$ cat config.mk
export PLATFORM = sky130hd
export DESIGN_NAME = pipeline_hazard_controller
export DESIGN_NICKNAME = d
export VERILOG_FILES = /design/src/rtl/arm_pipe_pkg.sv /design/src/rtl/sat_counter.sv /design/src/rtl/pipeline_hazard_controller.sv
export SDC_FILE = /design/constraint.sdc
export NUM_CORES = 1
export LEC_CHECK = 0
export BUFFER_PORTS_ARGS = -buffer_cell sky130_fd_sc_hd__clkbuf_2
export CORE_ASPECT_RATIO = 1.1
export CORE_MARGIN = 10
export CORE_UTILIZATION = 60
export CTS_CLUSTER_DIAMETER = 150
export DETAILED_ROUTE_END_ITERATION = 10
export PLACE_DENSITY = 0.85
export SYNTH_ARGS = -nofsm -noshare
export SYNTH_HDL_FRONTEND = slang
export SYNTH_SLANG_ARGS = --single-unit
$ cat constraint.sdc
create_clock -name clk -period 6.05 [get_ports clk]
set_input_delay 0 -clock clk [delete_from_list [all_inputs] [get_ports clk]]
set_output_delay 0 -clock clk [all_outputs]
set_load 0.05 [all_outputs]
$ cat src/rtl/arm_pipe_pkg.sv
// rtl/arm_pipe_pkg.sv - shared pipeline types and NOP control-word constants
package arm_pipe_pkg;

    typedef enum logic [0:0] {RUN, MEM_WAIT} hz_state_t;

    // Values the stage registers load when a bubble or flush is requested
    localparam logic [31:0] NOP_INSTR    = 32'hE1A0_0000;
    localparam logic        NOP_WB_EN    = 1'b0;
    localparam logic        NOP_MEM_R_EN = 1'b0;
    localparam logic        NOP_MEM_W_EN = 1'b0;
    localparam logic [3:0]  NOP_EXE_CMD  = 4'b0000;

endpackage

$ cat src/rtl/sat_counter.sv
// rtl/sat_counter.sv - saturating up-counter with synchronous clear
module sat_counter #(
    parameter int W = 16
) (
    input  logic         clk,
    input  logic         rst,
    input  logic         clr,
    input  logic         inc,
    output logic [W-1:0] count
);

    always_ff @(posedge clk or negedge rst) begin
        if (!rst) begin
            count <= '0;
        end else if (clr) begin
            count <= '0;
        end else if (inc && (count != {W{1'b1}})) begin
            count <= count + W'(1);
        end
    end

endmodule

$ cat src/rtl/pipeline_hazard_controller.sv
// rtl/pipeline_hazard_controller.sv - stall/flush sequencer with SRAM wait FSM and perf counters
module pipeline_hazard_controller
    import arm_pipe_pkg::*;
#(
    parameter int MEM_TIMEOUT = 64,
    parameter int CNT_W       = 16
) (
    input  logic             clk,
    input  logic             rst,
    input  logic             hazard,
    input  logic             branch_taken,
    input  logic             mem_req,
    input  logic             sram_ready,
    input  logic             cnt_clr,
    output logic             freeze_if,
    output logic             freeze_id,
    output logic             freeze_exe,
    output logic             freeze_mem,
    output logic             flush_if_id,
    output logic             bubble_id_exe,
    output logic             mem_wait,
    output logic             mem_timeout,
    output logic [CNT_W-1:0] stall_cnt,
    output logic [CNT_W-1:0] flush_cnt,
    output logic [CNT_W-1:0] memwait_cnt
);

    localparam int            TW    = $clog2(MEM_TIMEOUT + 1);
    localparam logic [TW-1:0] T_MAX = TW'(MEM_TIMEOUT);

    hz_state_t     state;
    logic [TW-1:0] tcount;
    logic [TW-1:0] tnext;
    logic          mem_stall;
    logic          branch_go;
    logic          hazard_go;

    assign tnext = tcount + TW'(1);

    // Priority chain: hazard/branch are only looked at when no mem stall is active
    always_comb begin
        freeze_if     = 1'b0;
        freeze_id     = 1'b0;
        freeze_exe    = 1'b0;
        freeze_mem    = 1'b0;
        flush_if_id   = 1'b0;
        bubble_id_exe = 1'b0;
        mem_wait      = 1'b0;
        mem_stall     = 1'b0;
        branch_go     = 1'b0;
        hazard_go     = 1'b0;
        if (rst) begin
            mem_wait  = (state == MEM_WAIT);
            mem_stall = (state == MEM_WAIT) ? !sram_ready : (mem_req && !sram_ready);
            if (mem_stall) begin
                freeze_if  = 1'b1;
                freeze_id  = 1'b1;
                freeze_exe = 1'b1;
                freeze_mem = 1'b1;
            end else if (branch_taken) begin
                flush_if_id   = 1'b1;
                bubble_id_exe = 1'b1;
                branch_go     = 1'b1;
            end else if (hazard) begin
                freeze_if     = 1'b1;
                freeze_id     = 1'b1;
                bubble_id_exe = 1'b1;
                hazard_go     = 1'b1;
            end
        end
    end

    always_ff @(posedge clk or negedge rst) begin
        if (!rst) begin
            state       <= RUN;
            tcount      <= '0;
            mem_timeout <= 1'b0;
        end else begin
            case (state)
                RUN: begin
                    if (mem_stall) begin
                        state  <= MEM_WAIT;
                        tcount <= TW'(1);
                        if (T_MAX <= TW'(1)) mem_timeout <= 1'b1;
                    end
                end
                MEM_WAIT: begin
                    if (sram_ready) begin
                        state  <= RUN;
                        tcount <= '0;
                    end else begin
                        // Hold at the limit so a long wait cannot wrap the counter
                        if (tcount < T_MAX) tcount <= tnext;
                        if (tnext >= T_MAX) mem_timeout <= 1'b1;
                    end
                end
                default: state <= RUN;
            endcase
        end
    end

    sat_counter #(.W(CNT_W)) u_stall_cnt (
        .clk   (clk),
        .rst   (rst),
        .clr   (cnt_clr),
        .inc   (hazard_go),
        .count (stall_cnt)
    );

    sat_counter #(.W(CNT_W)) u_flush_cnt (
        .clk   (clk),
        .rst   (rst),
        .clr   (cnt_clr),
        .inc   (branch_go),
        .count (flush_cnt)
    );

    sat_counter #(.W(CNT_W)) u_memwait_cnt (
        .clk   (clk),
        .rst   (rst),
        .clr   (cnt_clr),
        .inc   (mem_stall | mem_wait),
        .count (memwait_cnt)
    );

endmodule

==> summary.txt, run 1 <==
Power
  • Sw Share: between 20% and 30%
  • Comb pwr share: approximately a tenth
  • Internal: 0.580 mW
  • P per Cell Area: 203 nW/µm²
  • Clock network power share: 40.1%
  • Switching Power: approximately 0.22 mW
  • Leakage power: 1.68 nW
  • IR drop worst, VDD: 125 µV
  • Sequential share of power: 50.4%

Synthesis
  • Area share of the largest cell type after synthesis: 42.3%
  • Sequential area share after synthesis: a little over two fifths
  • Post-synth top area cell: dfrtp_1
  • Post-Syn Area: 3370 µm²
  • Synthesized area per cell: 9.28 µm²
  • Ys async rst share: 100%
  • Post-Synthesis Cells: 363
  • Ranking of synthesized cells by area: dfrtp_1 (42%), or4_1 (5.1%), a21oi_1 (5.1%)
  • Synth Flop Type: dfrtp_1
  • Number of flops mapped to enable cells by yosys: 0
  • Warnings from Yosys: 0
  • Count of state elements after synthesis: 57
  • Netlist cell types: 56
  • Syn nets: 374

Timing
  • Worst slew margin: 13.7%
  • Fmax: between 0.3 and 0.4 GHz
  • Minimum clock period: roughly 2.7 ns
  • Final WS setup: 3.38 ns
  • Worst slew pin tran: 1.28 ns
  • Final Hold Viols: 0
  • Setup TNS: 0 ns
  • Max Slew Vio Count: 0
  • Skew final: 0.00743 ns
  • Setup violators final: 0
  • Fin crit share: 44.1%
  • RSZ-0062 raised after global routing: no

Clocking
  • CTS Buffer Depth: 2
  • CTS Sinks: 57
  • Num CTS Buffers: 9
  • Post-CTS Setup Inserts: 0
  • H-tree depth: 3
  • Clk root buf: clkbuf_8
  • CTS tree: yes
  • Clock-pin transition on the worst setup and hold timing paths: ~0.070 ns
  • Clock Latency Late Sink: 0.33 ns

Route
  • Antenna Nets Post-Route: 0
  • Post-Route WL: 8440 µm
  • Routed via count: 3170
  • First-pass DRT Iterations: 5
  • Via/cell ratio: approximately 6.3
  • # DRC: 0
  • Drt first-iter violations: 217
  • Drt wl/cell: 16.8 µm

Cells and area
  • Area growth syn-to-layout: 16.0%
  • Layout cells sized above 1: a little under a quarter
  • Most common cell after layout, fill and taps aside: clkbuf_2
  • Fillers: 432
  • Post-layout util: 71.9%
  • # nets final: 432
  • Antenna cells: 0
  • Most frequent cells in the layout: clkbuf_2 (62), dfrtp_1 (57), a21oi_1 (34)

Worst setup path
  • Crit path arrival time: 2.91 ns
  • Worst endpoint required time: around 6.3 ns
  • Reg2Reg Setup Slack: 3.49 ns
  • Critical Path Sink Type: flop
  • Setup crit start kind: input pin
  • Crit-path max FO: 44
  • Worst r2r src: u_stall_cnt.count[0]
  • FF-to-FF path depth: 5
  • Crit Path Category: in2reg
  • Worst reg2reg path endpoint: u_stall_cnt.count[3]

Placement
  • GP Congestion: about 0.84
  • IO Port Bufs: 62
  • DPL Wire Length: 5830 µm
  • Pre-CTS setup slack: about 3.5 ns

Global routing
  • Largest net degree at the start of global routing: 61
  • First-pass GRT wire length: 14300 µm
  • GRT overflow: 0
  • Initial antenna violation count: 0
  • Overall Global Routing Usage: 18.5%
  • Vias in the first global route: 2989

Die
  • Die X: a little over 90 µm
  • Die ar.: 9010 µm²
  • IO Count: 63
  • Core area: 5430 µm²
  • Die Y: 98.6 µm
  • Initial Util: 62.0%
  • Placement Rows: 28

Min path
  • Min-delay worst type: in2reg
  • Hold EP: state
  • Hold path startpoint: mem_req
  • Hold Crit Depth: 3

Outcome
  • Status: finished clean

Flow run
  • Max Cap Viol: 0
## power groups by stage
stage,logic [mW],clock network [mW],registers (mW)
after detailed placement,0.0743,0,0.408
after floorplan,0.0489,0,0.409
after CTS,0.0759,0.318,0.401
final,0.0751,0.319,0.401
after global routing,0.0835,0.337,0.403
after global placement,0.0729,0,0.407
## worst max path at each step
stage	startpoint	end	slack, ns	cells past startpoint
after global placement	rst	u_memwait_cnt.count[12]	3.56	5
after floorplan	u_flush_cnt.count[0]	u_flush_cnt.count[8]	3.69	6
after detailed placement	rst	u_memwait_cnt.count[12]	3.53	5
after CTS	rst	u_memwait_cnt.count[12]	3.31	6
final	rst	u_memwait_cnt.count[3]	3.38	6
after global routing	rst	u_memwait_cnt.count[4]	3.07	6
## state kept, by name, indices dropped and copies added, names as in the netlist
register / cells
u_flush_cnt.count: 16
state: 1
u_memwait_cnt.count: 16
tcount: 7
mem_timeout: 1
u_stall_cnt.count: 16
## critical path, cell delays in order
cell and delay (ns):
dlygate4sd3_1 0.53, clkbuf_2 0.50, buf_4 0.57, o21ai_1 0.49, or4_1 0.62, a21oi_1 0.18
## cell usage after synthesis, types with 2 or more instances
cell	count
a21oi_1	34
or4b_1	4
nand4_1	12
nand2_1	23
nand3_1	16
buf_2	2
clkbuf_1	15
xor2_1	3
or3_1	9
inv_1	11
nand3b_1	2
mux2_1	7
o31ai_1	17
ha_1	4
o41ai_1	7
nand2b_1	2
and2_1	3
nor4_2	2
o211ai_1	2
nor2b_1	11
or4_1	23
and4_1	7
nor4_1	6
and3_1	4
o21ai_1	2
mux2_2	6
nor3_1	5
o21ai_0	15
nor2_1	23
dfrtp_1	57
o2111ai_1	2
buf_4	2
and2b_2	2
## stage by stage
stage	area, µm²	cells	total power, mW	hold slack (ns)
global placement	3710	483	0.480	0.0347
detailed placement	3710	483	0.482	0.0432
finish	3910	501	0.795	0.103
floorplan	3370	363	0.458	-0.296
CTS	3910	501	0.795	0.106
global route	3910	501	0.823	0.141
## logic make-up after synthesis
family | share of synthesized area (%)
AO/OA/AOI/OAI | 17.9
XOR/XNOR | 1.04
adder cells (fa/ha/maj) | 1.49
buffers and inverters | 3.64
flip-flops | 42.3
multiplexers | 4.64
AND/OR/NAND/NOR | 28.9
## layer usage
metal	up-vias	GRT usage (%)	wire [µm]
li1	1509	-	-
met5	-	0	0
met3	13	4.48	505
met1	1541	23.4	3630
met2	107	29.8	4180
met4	0	7.24	113
## what timing repair did
| action | CTS | global route |
|---|---|---|
| hold buffers | 2 | 0 |
| resized for setup | 0 | 0 |
| endpoints found under the hold margin | 22 | 0 |
## final cells by class
class / instances / area [µm²] / share of cell area (%)
Clock buffer: 13 / 159 / 4.07
Inverter: 11 / 41.3 / 1.06
Sequential cell: 57 / 1430 / 36.5
Multi-Input combinational cell: 276 / 1830 / 46.7
Clock inverter: 3 / 15.0 / 0.384
Timing Repair Buffer: 66 / 345 / 8.84
Tap cell: 75 / 93.8 / 2.40
Power figures use the tool's default switching activity.
==> run 2, diff against run 1 <==
--- a/config.mk
+++ b/config.mk
@@ -8,10 +8,10 @@
 export BUFFER_PORTS_ARGS = -buffer_cell sky130_fd_sc_hd__clkbuf_2
 export CORE_ASPECT_RATIO = 1.1
 export CORE_MARGIN = 10
-export CORE_UTILIZATION = 60
+export CORE_UTILIZATION = 56
 export CTS_CLUSTER_DIAMETER = 150
 export DETAILED_ROUTE_END_ITERATION = 10
-export PLACE_DENSITY = 0.85
+export PLACE_DENSITY = 0.8
 export SYNTH_ARGS = -nofsm -noshare
 export SYNTH_HDL_FRONTEND = slang
 export SYNTH_SLANG_ARGS = --single-unit
==> constraint.sdc (replaced) <==
create_clock -name clk -period 2.8 [get_ports clk]
set_input_delay 0 -clock clk [delete_from_list [all_inputs] [get_ports clk]]
set_output_delay 0 -clock clk [all_outputs]
set_load 0.05 [all_outputs]
==> run 2 against run 1 <==
  * Cell area grew 1.2%
  * Sequential power up 110%
  * Sequential cell count unchanged
  * Critical path type unchanged
  * Register-to-register slack lost 2.9 ns
  * Clock skew increased by 0.0011 ns
==> summary.txt, run 2 (synthesis results as in run 1) <==
Outcome
  • Status: finished clean (unchanged)

Route
  • Antenna Nets Post-Route: 0 (unchanged)
  • Post-Route WL: 8180 µm (was 8440 µm)
  • Via/cell ratio: 6.07 (was 6.33)
  • First-pass DRT Iterations: 4 (was 5)
  • Drt wl/cell: 16.0 µm (was 16.8 µm)
  • Routed via count: 3097 (was 3170)
  • Drt first-iter violations: 129 (was 217)
  • # DRC: 0 (unchanged)

Die
  • Die ar.: 9520 µm² (was 9010 µm²)
  • IO Count: 63 (unchanged)
  • Core area: 5810 µm² (was 5430 µm²)
  • Initial Util: 58.0% (was 62.0%)
  • Die X: 93.9 µm (was 91.4 µm)
  • Placement Rows: 29 (was 28)
  • Die Y: 101 µm (was 98.6 µm)

Min path
  • Hold path startpoint: mem_req (unchanged)
  • Min-delay worst type: in2reg (unchanged)
  • Hold Crit Depth: 3 (unchanged)
  • Hold EP: state (unchanged)

Global routing
  • GRT overflow: 0 (unchanged)
  • Overall Global Routing Usage: 17.6% (was 18.5%)
  • First-pass GRT wire length: 13800 µm (was 14300 µm)
  • Initial antenna violation count: 0 (unchanged)
  • Vias in the first global route: 2947 (was 2989)
  • Largest net degree at the start of global routing: 39 (was 61)

Clocking
  • CTS tree: yes (unchanged)
  • CTS Sinks: 57 (unchanged)
  • Cts hold-fix bufs: 2 (unchanged)
  • Num CTS Buffers: 9 (unchanged)
  • H-tree depth: 3 (unchanged)
  • Clock-pin transition on the worst setup and hold timing paths: 0.07 ns (about the same)
  • Post-CTS Setup Inserts: 0 (unchanged)
  • Clk root buf: clkbuf_8 (unchanged)
  • Clock Latency Late Sink: 0.34 ns (was 0.33 ns)
  • CTS Buffer Depth: 2 (unchanged)
  • Post-cts gate resize count: 0 (unchanged)

Placement
  • IO Port Bufs: 62 (unchanged)
  • DPL Wire Length: 5890 µm (was 5830 µm)
  • Pre-CTS setup slack: 0.614 ns (was 3.53 ns)
  • GP Congestion: 0.815 (was 0.837)
  • Post-DP Area: 3760 µm² (was 3710 µm²)

Cells and area
  • Biggest regs: u_flush_cnt.count x16, u_memwait_cnt.count x16, u_stall_cnt.count x16 (unchanged)
  • Most common cell after layout, fill and taps aside: clkbuf_2 (unchanged)
  • Antenna cells: 0 (unchanged)
  • Final instance area: 3960 µm² (was 3910 µm²)
  • # nets final: 439 (was 432)
  • Layout cells sized above 1: 23.8% (was 22.8%)
  • Area growth syn-to-layout: 17.4% (was 16.0%)
  • Most frequent cells in the layout: clkbuf_2 (62), dfrtp_1 (57), a21oi_1 (34) (unchanged)

Power
  • Clock network power share: 39.9% (was 40.1%)
  • Leakage power: 1.72 nW (was 1.68 nW)
  • Switching Power: 0.461 mW (was 0.215 mW)
  • P per Cell Area: 434 nW/µm² (was 203 nW/µm²)
  • IR drop worst, VDD: 309 µV (was 125 µV)
  • Internal: 1.26 mW (was 0.580 mW)
  • Comb pwr share: 10.1% (was 9.5%)
  • Sequential share of power: 50.1% (was 50.4%)
  • Sw Share: 26.8% (was 27.1%)

Worst setup path
  • Crit Path Category: in2reg (unchanged)
  • Critical Path Sink Type: flop (unchanged)
  • FF-to-FF path depth: 4 (was 5)
  • Crit path arrival time: 2.44 ns (was 2.91 ns)
  • Reg2Reg Setup Slack: 0.62 ns (was 3.49 ns)
  • Worst r2r src: state (was u_stall_cnt.count[0])
  • Critical path, cell by cell: dlygate4sd3_1 -> clkbuf_2 -> nand3b_1 -> or4_1 -> a2111oi_2 -> mux2_1 (was dlygate4sd3_1 -> clkbuf_2 -> buf_4 -> o21ai_1 -> or4_1 -> a21oi_1)
  • Worst reg2reg path endpoint: u_flush_cnt.count[11] (was u_stall_cnt.count[3])
  • Worst endpoint required time: 3.02 ns (was 6.30 ns)
  • Crit-path max FO: 16 (was 44)
  • Crit-path max cell delay: 0.67 ns (was 0.62 ns)
  • Critical path's slowest cell: or4_1 (unchanged)
  • Setup crit start kind: input pin (unchanged)

Timing
  • Setup TNS: 0 ns (unchanged)
  • Worst slew pin tran: 1.02 ns (was 1.28 ns)
  • Final Hold Viols: 0 (unchanged)
  • Fin crit share: 79.2%
  • Fmax: 0.451 GHz
  • Max Slew Vio Count: 0 (unchanged)
  • RSZ-0062 raised after global routing: no (unchanged)
  • Worst Hold Margin: 0.125 ns (was 0.103 ns)
  • Setup violators final: 0 (unchanged)
  • Skew final: 0.00856 ns (was 0.00743 ns)
  • Final WS setup: 0.584 ns (was 3.38 ns)
  • Minimum clock period: 2.22 ns
  • Worst slew margin: 31.2% (was 13.7%)

Flow run
  • Max Cap Viol: 0 (unchanged)
==> run 2: cell count changes in the layout (fill, tap and decap cells not counted), sizes merged <==
cell / previous run / this run
buf: 2 / 9
==> run 2: metal layers <==
metal  vias to the layer above  wire length (µm)  global-route usage [%]
met4                         0               148                    7.84
met5                         -                 0                       0
met3                        12               507                    5.10
met1                      1491              3570                    22.2
met2                        67              3960                    27.5
li1                       1527                 -                       -
==> run 2: worst max-delay path: cells and delay by family <==
kind,cells,cell delay (ns)
AND/OR/NAND/NOR,2,0.86
buffers and inverters,2,0.87
AO/OA/AOI/OAI,1,0.34
multiplexers,1,0.35
==> run 2: worst max path at each step <==
| stage | start | endpoint | cells after the start |
|---|---|---|---|
| floorplan | u_flush_cnt.count[0] | u_flush_cnt.count[8] | 6 |
| global placement | state | u_flush_cnt.count[11] | 4 |
| detailed placement | u_flush_cnt.count[5] | u_flush_cnt.count[11] | 4 |
| CTS | rst | u_flush_cnt.count[7] | 7 |
| global route | rst | u_flush_cnt.count[9] | 7 |
| finish | rst | u_stall_cnt.count[11] | 6 |
==> run 2: final cells by class <==
| type | instances | area, µm² |
|---|---|---|
| clock inverters | 3 | 15.0 |
| clock buffers | 13 | 159 |
| well taps | 77 | 96.3 |
| inverters | 11 | 41.3 |
| multi-input cells | 276 | 1820 |
| flip-flops and latches | 57 | 1430 |
| fillers | 470 | 1850 |
| repair buffers | 73 | 398 |
==> run 2: per-stage QoR <==
stage / utilization [%] / instances / power [mW]
5_1_grt: 68.1 / 510 / 1.79
2_1_floorplan: - / 363 / 0.989
6_report: 68.1 / 510 / 1.72
4_1_cts: 68.1 / 510 / 1.74
3_5_place_dp: 64.8 / 492 / 1.05
3_3_place_gp: 64.8 / 492 / 1.04
==> run 2: power by group through the flow <==
stage | Sequential, mW | Clock (mW) | Combinational, mW
after global placement | 0.874 | 0 | 0.170
after detailed placement | 0.874 | 0 | 0.174
after global routing | 0.862 | 0.734 | 0.195
after CTS | 0.860 | 0.701 | 0.176
final | 0.860 | 0.684 | 0.173
after floorplan | 0.884 | 0 | 0.106
==> run 3, diff against run 2 <==
--- a/config.mk
+++ b/config.mk
@@ -8,10 +8,10 @@
 export BUFFER_PORTS_ARGS = -buffer_cell sky130_fd_sc_hd__clkbuf_2
 export CORE_ASPECT_RATIO = 1.1
 export CORE_MARGIN = 10
-export CORE_UTILIZATION = 56
+export CORE_UTILIZATION = 50
 export CTS_CLUSTER_DIAMETER = 150
 export DETAILED_ROUTE_END_ITERATION = 10
-export PLACE_DENSITY = 0.8
+export PLACE_DENSITY = 0.76
 export SYNTH_ARGS = -nofsm -noshare
 export SYNTH_HDL_FRONTEND = slang
 export SYNTH_SLANG_ARGS = --single-unit
==> constraint.sdc (replaced) <==
create_clock -name clk -period 1.89 [get_ports clk]
set_input_delay 0 -clock clk [delete_from_list [all_inputs] [get_ports clk]]
set_output_delay 0 -clock clk [all_outputs]
set_load 0.05 [all_outputs]
==> run 3 against run 2 <==
  * Critical path type is now reg2reg
  * Clock power grew 62%
  * Sequential cell count is the same
  * Clock skew shrank 0.00098 ns
  * Total power grew 56%
  * Non-clock buffer count grew 30
  * Worst hold slack lost 0.0098 ns
  * Combinational power grew 70%
  * Utilization grew 0.11 points
  * Critical path depth shrank 1
  * Largest power group unchanged
  * Sequential share of layout area shrank 3.1 points
  * The flow now finishes with violations (setup timing)
  * Global-route usage grew 0.28 points
  * Largest cell class unchanged
==> summary.txt, run 3 (synthesis results as in run 1) <==
Global routing
  • Largest net degree at the start of global routing: 30 (was 39)
  • Met3 global-route usage: 4.34% (was 5.10%)
  • Met1 GRT Util: 20.6% (was 22.2%)
  • First-pass GRT wire length: 15800 µm (was 13800 µm)
  • Overall Global Routing Usage: 17.9% (was 17.6%)
  • M2 GR Usage: 31.3% (was 27.5%)
  • Vias in the first global route: 3267 (was 2947)
  • Initial antenna violation count: 0 (unchanged)
  • GRT overflow: 0 (unchanged)
  • Most Crowded Layer GR: met2 (unchanged)

Cells and area
  • Biggest regs: u_flush_cnt.count x16, u_memwait_cnt.count x16, u_stall_cnt.count x16 (unchanged)
  • Area growth syn-to-layout: 32.8% (was 17.4%)
  • Layout cells sized above 1: 41.7% (was 23.8%)
  • Most common cell after layout, fill and taps aside: clkbuf_2 (unchanged)
  • # nets final: 469 (was 439)
  • Most frequent cells in the layout: clkbuf_2 (61), dfrtp_2 (37), a21oi_1 (30), buf_4 (30) (was clkbuf_2 (62), dfrtp_1 (57), a21oi_1 (34))
  • Antenna cells: 0 (unchanged)
  • Post-layout util: 68.2% (was 68.1%)

Min path
  • Min-delay worst type: in2async (was in2reg)

Power
  • Total power: 2.68 mW (was 1.72 mW)
  • P per Cell Area: 599 nW/µm² (was 434 nW/µm²)
  • Comb pwr share: 11.0% (was 10.1%)
  • Clock network power share: 41.4% (was 39.9%)
  • Sequential share of power: 47.6% (was 50.1%)
  • Leakage power: 1.88 nW (was 1.72 nW)
  • Sw Share: 26.9% (was 26.8%)
  • Internal: 1.96 mW (was 1.26 mW)
  • Switching Power: 0.721 mW (was 0.461 mW)
  • IR drop worst, VDD: 374 µV (was 309 µV)

Worst setup path
  • Crit. path cell count: 5 (was 6)
  • Critical Path Sink Type: flop (unchanged)
  • FF-to-FF path depth: 5 (was 4)
  • Delay-heaviest family, CP: simple AND/OR/NAND/NOR gates (was buffers and inverters)
  • Critical path's slowest cell: or4b_4 (was or4_1)
  • Crit Path Category: reg2reg (was in2reg)
  • Critical path, cell by cell: o21ba_4 -> or4b_4 -> buf_6 -> or4_4 -> a21oi_2 (was dlygate4sd3_1 -> clkbuf_2 -> nand3b_1 -> or4_1 -> a2111oi_2 -> mux2_1)
  • Worst path buffer plus inverter count: 1 (was 2)
  • Crit-path max cell delay: 0.49 ns (was 0.67 ns)
  • Crit path arrival time: 2.18 ns (was 2.44 ns)
  • Worst endpoint required time: 2.15 ns (was 3.02 ns)
  • Crit-path max FO: 5 (was 16)
  • Setup crit start kind: flop (was input pin)

Outcome
  • Failing checks: setup timing
  • Status: finished with violations (was finished clean)

Die
  • IO Count: 63 (unchanged)
  • Core area: 6560 µm² (was 5810 µm²)
  • Die ar.: 10400 µm² (was 9520 µm²)
  • Die Y: 106 µm (was 101 µm)
  • Placement Rows: 31 (was 29)
  • Initial Util: 51.4% (was 58.0%)
  • Die X: 98.3 µm (was 93.9 µm)

Timing
  • Skew final: 0.00758 ns (was 0.00856 ns)
  • Final Hold Viols: 0 (unchanged)
  • Max Slew Vio Count: 0 (unchanged)
  • Worst slew pin tran: 0.679 ns (was 1.02 ns)
  • Minimum clock period: just under 2 ns
  • Setup TNS: -0.0719 ns (was 0 ns)
  • Fmax: roughly 0.52 GHz
  • Worst Hold Margin: 0.115 ns (was 0.125 ns)
  • Setup violators final: 3 (was 0)
  • Fin crit share: 102%
  • RSZ-0062 raised after global routing: yes (was no)
  • Final WS setup: -0.0342 ns (was 0.584 ns)
  • Worst slew margin: 54.6% (was 31.2%)

Clocking
  • CTS Sinks: 57 (unchanged)
  • Clock-pin transition on the worst setup and hold timing paths: 0.07 ns (about the same)
  • CTS tree: yes (unchanged)
  • Clk root buf: clkbuf_8 (unchanged)
  • Clock Latency Late Sink: 0.34 ns (about the same)
  • Num CTS Buffers: 9 (unchanged)
  • H-tree depth: 3 (unchanged)
  • CTS Buffer Depth: 2 (unchanged)

Route
  • # DRC: 0 (unchanged)
  • Routed via count: 3303 (was 3097)
  • Drt first-iter violations: 116 (was 129)
  • Antenna Nets Post-Route: 0 (unchanged)
  • Post-Route WL: 9440 µm (was 8180 µm)
  • First-pass DRT Iterations: 4 (unchanged)
  • Via/cell ratio: 6.06 (was 6.07)
  • Drt wl/cell: 17.3 µm (was 16.0 µm)

Placement
  • DPL Wire Length: 6640 µm (was 5890 µm)
  • Pre-CTS setup slack: -0.130 ns (was 0.614 ns)
  • IO Port Bufs: 62 (unchanged)
  • GP Congestion: 0.810 (was 0.815)

Flow run
  • Max Cap Viol: 0 (unchanged)
## run 3: metrics by stage
| stage | area, µm² | instances |
|---|---|---|
| CTS | 4390 | 540 |
| detailed placement | 4100 | 518 |
| floorplan | 3550 | 363 |
| finish | 4470 | 545 |
| global placement | 4100 | 518 |
| global route | 4470 | 545 |
## run 3: final cells by class
cell class	instances	area, µm²
Clock inverter	2	10.0
Sequential cell	57	1470
Inverter	11	41.3
Fill cell	516	2080
Clock buffer	14	183
Multi-Input combinational cell	276	2010
Timing Repair Buffer	103	657
Tap cell	82	103
## run 3: power by group through the flow
stage / sequential (mW) / combinational, mW / clock (mW)
after floorplan: 1.31 / 0.158 / 0
after global placement: 1.30 / 0.276 / 0
after detailed placement: 1.30 / 0.282 / 0
after CTS: 1.28 / 0.293 / 1.13
after global routing: 1.28 / 0.327 / 1.18
final: 1.28 / 0.294 / 1.11
## run 3: path summary, 6_finish.rpt
check                            start                      to  slack [ns]
setup / recovery                 state   u_flush_cnt.count[15]       -0.03
hold / removal                     rst    u_flush_cnt.count[9]        0.12
setup reg to reg                 state   u_flush_cnt.count[15]       -0.03
hold reg to reg            mem_timeout             mem_timeout        0.47
max in group asynchronous          rst  u_memwait_cnt.count[7]        0.91
min in group clk            sram_ready               tcount[1]        0.12
## run 3: what timing repair did
item | 4_1_cts | 5_1_grt
buffers inserted | 0 | 8
gates cloned | 2 | 0
resized for setup | 12 | 11
pin swaps | 5 | 5
endpoints found under the hold margin | 16 | 0
hold buffers | 4 | 0
setup endpoints to repair | 12 | 26
## run 3: worst register-to-register path, delay by kind of cell, from the launching register on
family,cells,cell delay [ns]
AOI/OAI and AO/OA,2,0.34
buffers and inverters,1,0.15
DFF,1,0.39
and+or+nand+nor,2,0.97
## run 3: layer usage
layer,wire length (µm),vias to the layer above
li1,-,1592
met1,4090,1629
met2,4820,67
met3,383,15
met4,150,0
met5,0,-
